### src/rtl/x1_pkg.sv
// Shared X1 VRAM sizing (used by the CRTC and bus decoder too) and the
// state encoding of the VRAM arbiter.
package x1_pkg;
  localparam int X1_VRAM_ADDR_W = 14;
  localparam int X1_VRAM_DATA_W = 8;

  typedef enum logic [2:0] {IDLE, VID_A, VID_D, CPU_A, CPU_D, CPU_W} arb_state_t;
endpackage

### src/rtl/x1_vram_arbiter.sv
// Shares the single-port VRAM between CRTC display fetch and the Z80 bus.
// Video has priority; a streak limit bounds how long the CPU can be held.
module x1_vram_arbiter
  import x1_pkg::*;
#(
  parameter int ADDR_W        = X1_VRAM_ADDR_W,
  parameter int DATA_W        = X1_VRAM_DATA_W,
  parameter int VID_BURST_MAX = 4
) (
  input  logic              clk_sys,
  input  logic              reset_n,
  input  logic              vid_req,
  input  logic [ADDR_W-1:0] vid_addr,
  output logic [DATA_W-1:0] vid_data,
  output logic              vid_valid,
  output logic              vid_overrun,
  input  logic              cpu_req,
  input  logic              cpu_we,
  input  logic [ADDR_W-1:0] cpu_addr,
  input  logic [DATA_W-1:0] cpu_wdata,
  output logic [DATA_W-1:0] cpu_rdata,
  output logic              cpu_ack,
  output logic              cpu_wait,
  output logic [ADDR_W-1:0] ram_addr,
  output logic              ram_we,
  output logic [DATA_W-1:0] ram_wdata,
  input  logic [DATA_W-1:0] ram_rdata
);
  localparam int STREAK_W = $clog2(VID_BURST_MAX + 1);
  localparam logic [STREAK_W-1:0] STREAK_MAX = STREAK_W'(VID_BURST_MAX);

  arb_state_t          state_q;
  logic                vid_pend_q;
  logic [ADDR_W-1:0]   vid_addr_q;
  logic                cpu_mask_q;
  logic [STREAK_W-1:0] streak_q;

  logic              arb_en, vreq, creq, vid_gnt, cpu_gnt;
  logic [ADDR_W-1:0] vid_gnt_addr;

  // A finishing video read hands the RAM straight to the next grant; a CPU
  // read returns to IDLE first so its ack cycle can be masked.
  always_comb begin
    arb_en       = (state_q == IDLE) || (state_q == VID_D);
    vreq         = vid_req | vid_pend_q;
    creq         = cpu_req & ~cpu_mask_q;
    vid_gnt      = arb_en & vreq & (~creq | (streak_q < STREAK_MAX));
    cpu_gnt      = arb_en & creq & ~vid_gnt;
    vid_gnt_addr = vid_req ? vid_addr : vid_addr_q;
  end

  assign cpu_wait = cpu_req & ~cpu_ack;

  always_ff @(posedge clk_sys or negedge reset_n) begin
    if (!reset_n) begin
      state_q     <= IDLE;
      vid_pend_q  <= 1'b0;
      vid_addr_q  <= '0;
      cpu_mask_q  <= 1'b0;
      streak_q    <= '0;
      vid_data    <= '0;
      vid_valid   <= 1'b0;
      vid_overrun <= 1'b0;
      cpu_rdata   <= '0;
      cpu_ack     <= 1'b0;
      ram_addr    <= '0;
      ram_we      <= 1'b0;
      ram_wdata   <= '0;
    end else begin
      vid_valid  <= 1'b0;
      cpu_ack    <= 1'b0;
      cpu_mask_q <= 1'b0;

      case (state_q)
        VID_A: state_q <= VID_D;
        VID_D: begin
          vid_data  <= ram_rdata;
          vid_valid <= 1'b1;
          state_q   <= IDLE;
        end
        CPU_A: state_q <= CPU_D;
        CPU_D: begin
          cpu_rdata  <= ram_rdata;
          cpu_ack    <= 1'b1;
          cpu_mask_q <= 1'b1;
          state_q    <= IDLE;
        end
        CPU_W: begin
          ram_we     <= 1'b0;
          cpu_ack    <= 1'b1;
          cpu_mask_q <= 1'b1;
          state_q    <= IDLE;
        end
        default: state_q <= IDLE;
      endcase

      if (vid_gnt) begin
        state_q  <= VID_A;
        ram_addr <= vid_gnt_addr;
        ram_we   <= 1'b0;
        if (streak_q != STREAK_MAX) streak_q <= streak_q + 1'b1;
      end else if (cpu_gnt) begin
        ram_addr <= cpu_addr;
        streak_q <= '0;
        if (cpu_we) begin
          ram_we    <= 1'b1;
          ram_wdata <= cpu_wdata;
          state_q   <= CPU_W;
        end else begin
          ram_we  <= 1'b0;
          state_q <= CPU_A;
        end
      end

      if (!cpu_req) streak_q <= '0;

      // A second strobe before the first is served is a display underrun;
      // the newest address wins.
      if (vid_req && vid_pend_q) vid_overrun <= 1'b1;
      if (vid_gnt) begin
        vid_pend_q <= 1'b0;
      end else if (vid_req) begin
        vid_pend_q <= 1'b1;
        vid_addr_q <= vid_addr;
      end
    end
  end
endmodule
### config.mk
export PLATFORM = sky130hd
export DESIGN_NAME = x1_vram_arbiter
export DESIGN_NICKNAME = d
export VERILOG_FILES = /design/src/rtl/x1_pkg.sv /design/src/rtl/x1_vram_arbiter.sv
export SDC_FILE = /design/constraint.sdc
export NUM_CORES = 1
export LEC_CHECK = 0
export CAP_MARGIN = 20
export CORE_ASPECT_RATIO = 0.6
export CORE_MARGIN = 3
export CORE_UTILIZATION = 41
export CTS_CLUSTER_DIAMETER = 150
export DETAILED_ROUTE_END_ITERATION = 8
export PLACE_DENSITY = 0.74
export REMOVE_ABC_BUFFERS = 1
export SYNTH_ARGS = -nofsm -noshare
export SYNTH_HDL_FRONTEND = slang
export SYNTH_SLANG_ARGS = --single-unit
### constraint.sdc
create_clock -name clk_sys -period 1.6 [get_ports clk_sys]
set_input_delay 0.32 -clock clk_sys [delete_from_list [all_inputs] [get_ports clk_sys]]
set_output_delay 0.32 -clock clk_sys [all_outputs]
set_load 0.01 [all_outputs]
==> impl_metrics.ini <==
[route]
vias_per_cell = 5.01
dr.pass1.iters = 4
routedWlPerCell_microns = 16.2
num_vias = 1970
wl_mm = 6.36
ant_nets = 0
drtIter0Drc = 74
drc = 0

[yosys]
syn_area_sq_mm = 0.00273
ys_seq_area_share_pct = 57.8
ys_warn_count = 0
ys.flop_type = dfrtp_1
ys_ff_latch = 63
async_reset_ff_share_pct = 100
synth_edf_count = 0
syn_inst = 192
syn_area_per_cell_sq_um = 14.2
yosysUniqueCellTypes = 34

[clocking]
cts.clk_slew.worst_paths_ns = 0.06
htreeDepth = 3
clkSinkCount = 63
cts_tree = done
root_buffer = clkbuf_8
clk_path_buf_depth = 2
cts_buffers = 9
clk_latency_ns = 0.33

[timing]
slew_viol_final = 0
worstMarginPinSlew_ns = 0.441
fin_crit_sh_pct = 98.5
setup_viol = 0
hold_ws_ns = 0.457
finClkSkew_ns = 0.00742
finalHoldViolCount = 0
period_needed_ns = 1.58
slew_headroom_pct = 70.4
fmax_mhz = 635

[floorplanning]
dieArea_sq_mm = 0.00770
die_x_microns = 111
initial_core_util_pct = 43.4
num_rows = 22
die_height_microns = 69.2
coreArea_sq_mm = 0.00628
ioPinCount = 92

[worst_hold_path]
hold_end = vid_overrun$_DFFE_PN0P_
hp-start = vid_overrun$_DFFE_PN0P_
holdPathStages = 1
hold_path_class = reg -> reg

[power_and_ir_drop]
total_power_w = 0.00791
vdd_drop_max_v = 0.000816
p_comb_share_pct = 45.0
sequentialPowerShare_pct = 35.3
p_sw_share_pct = 31.0
p_sw_w = 0.00245
p_leak_nw = 1.96
p_clk_share_pct = 19.6
power_density_mw_per_mm2 = 1920
p_int_w = 0.00546

[placement]
dp_hpwl_mm = 4.64
place_congestion = 0.739
dpl.cell_count = 376
place.port_buffers = 91

[setup_path]
arrival_ns = 1.79
reg2reg_depth = 3
path_cells = clkdlybuf4s50_1 -> nor2b_4 -> buf_4 -> o211a_4 -> nand2_4 -> mux2_2
rr_startpoint = streak_q[2]$_DFFE_PN0P_
worstSetupPathType = in -> reg
cp_slowest_stage_delay_ns = 0.49
crit_slowest_cell = clkdlybuf4s50_1
reg2reg_slack_ns = 0.11
start_kind = input pin
cp_max_fo = 9
cp-end-kind = flip-flop
r2r_end = vid_addr_q[8]$_DFFE_PN0N_
critical_path_required_ns = 1.81

[global_route]
overflow = 0
grt_pass1_vias = 2085
grt_pass1_wl_mm = 10.5
grt_usage_pct = 17.3
grt_antenna_before_repair = 0
grt_max_degree = 64

[layout]
final_nets = 356
drive_gt1_share_pct = 26.5
num_antenna_cells = 0
final_common_cell = clkdlybuf4s50_1
layout_common_cells = 75 x clkdlybuf4s50_1, 63 x dfrtp_1, 28 x mux2_2
syn2layout_area_growth_pct = 51.4
fin_cells = 393

[job]
cap_violations = 0

[status]
status = finished, final reports clean
-- cells in the mapped netlist, drive strengths merged (2+ instances only) --
library cell	count	share of area [%]
dfrtp	63	58
mux2	38	17
mux2i	17	6.2
o21ai	16	2.9
a22oi	14	3.9
buf	8	2.5
nand2	6	1.2
inv	5	0.69
nor2b	4	1.2
nand3	3	0.55
nor2	3	0.41
ha	2	0.92
o31ai	2	1.1
-- stage by stage --
| step | utilization [%] | setup WS [ns] | instance area, sq um | setup TNS (ns) |
|---|---|---|---|---|
| 2_1_floorplan | - | 0.0210 | 2650 | 0 |
| 3_3_place_gp | 60.7 | -0.350 | 3810 | -11.52 |
| 3_5_place_dp | 60.7 | -0.403 | 3810 | -13.06 |
| 4_1_cts | 64.7 | 0.00485 | 4060 | 0 |
| 5_1_grt | 65.8 | -0.00776 | 4130 | -0.0202 |
| 6_report | 65.8 | 0.0240 | 4130 | 0 |
-- worst max path at each step --
stage                               from  cells after the start  slack (ns)                   endpoint
floorplan           state_q[0]$_DFF_PN0_                      4        0.02   ram_wdata[0]$_DFFE_PN0P_
global placement                 cpu_req                      5       -0.35  vid_addr_q[3]$_DFFE_PN0N_
detailed placement               cpu_req                      5       -0.40  vid_addr_q[3]$_DFFE_PN0N_
CTS                              cpu_req                      5       0.005  vid_addr_q[0]$_DFFE_PN0N_
global route                     cpu_req                      6      -0.008   ram_wdata[2]$_DFFE_PN0P_
finish                           cpu_req                      6        0.02   ram_wdata[2]$_DFFE_PN0P_
-- critical path, delay by kind of cell --
family                 cells  cell delay (ns)
muxes                      1             0.29
AOI/OAI and AO/OA          1             0.18
buffers and inverters      2             0.66
and+or+nand+nor            2             0.33
-- cells by family after synthesis --
group,after synthesis,share of synthesized area (%)
AND/OR/NAND/NOR,19,4.22
flip-flops,63,57.8
multiplexers,55,23.3
buffers and inverters,14,3.35
AO/OA/AOI/OAI,39,10.4
adder cells (fa/ha/maj),2,0.918
-- state kept, by name (all words and copies together), names as in the netlist --
register     count
ram_addr        14
vid_addr_q      14
cpu_rdata        8
ram_wdata        8
vid_data         8
state_q          3
streak_q         3
cpu_mask_q       1
ram_we           1
vid_overrun      1
vid_pend_q       1
vid_valid        1
-- power by group through the flow --
stage	Clock (W)	Combinational, W	Sequential, W
detailed placement	0	0.00353	0.00280
finish	0.00155	0.00356	0.00279
floorplan	0	0.00147	0.00301
global route	0.00166	0.00385	0.00290
global placement	0	0.00346	0.00278
CTS	0.00160	0.00356	0.00279
-- layout make-up --
type / count / area (sq um)
fill: 479 / 2150
sequential: 63 / 1580
timing repair buffer: 110 / 1100
multi-input combinational: 116 / 1100
clock buffer: 12 / 165
tap: 84 / 105
clock inverter: 3 / 65.1
inverter: 5 / 18.8
-- routing by layer --
metal / up-vias / track usage (%) / routed length [microns]
li1: 927 / - / -
met1: 967 / 24.5 / 3080
met2: 66 / 24.0 / 2770
met3: 10 / 6.49 / 409
met4: 0 / 6.88 / 92
met5: - / 0 / 0
-- timing repair --
item | 4_1_cts | 5_1_grt
pin swaps | 0 | 1
endpoints found under the hold margin | 29 | 0
setup buffers | 0 | 0
cloned | 0 | 1
resized for setup | 7 | 21
hold buffers | 1 | 0
setup endpoints to repair | 15 | 25
(Power assumes the default switching activity.)
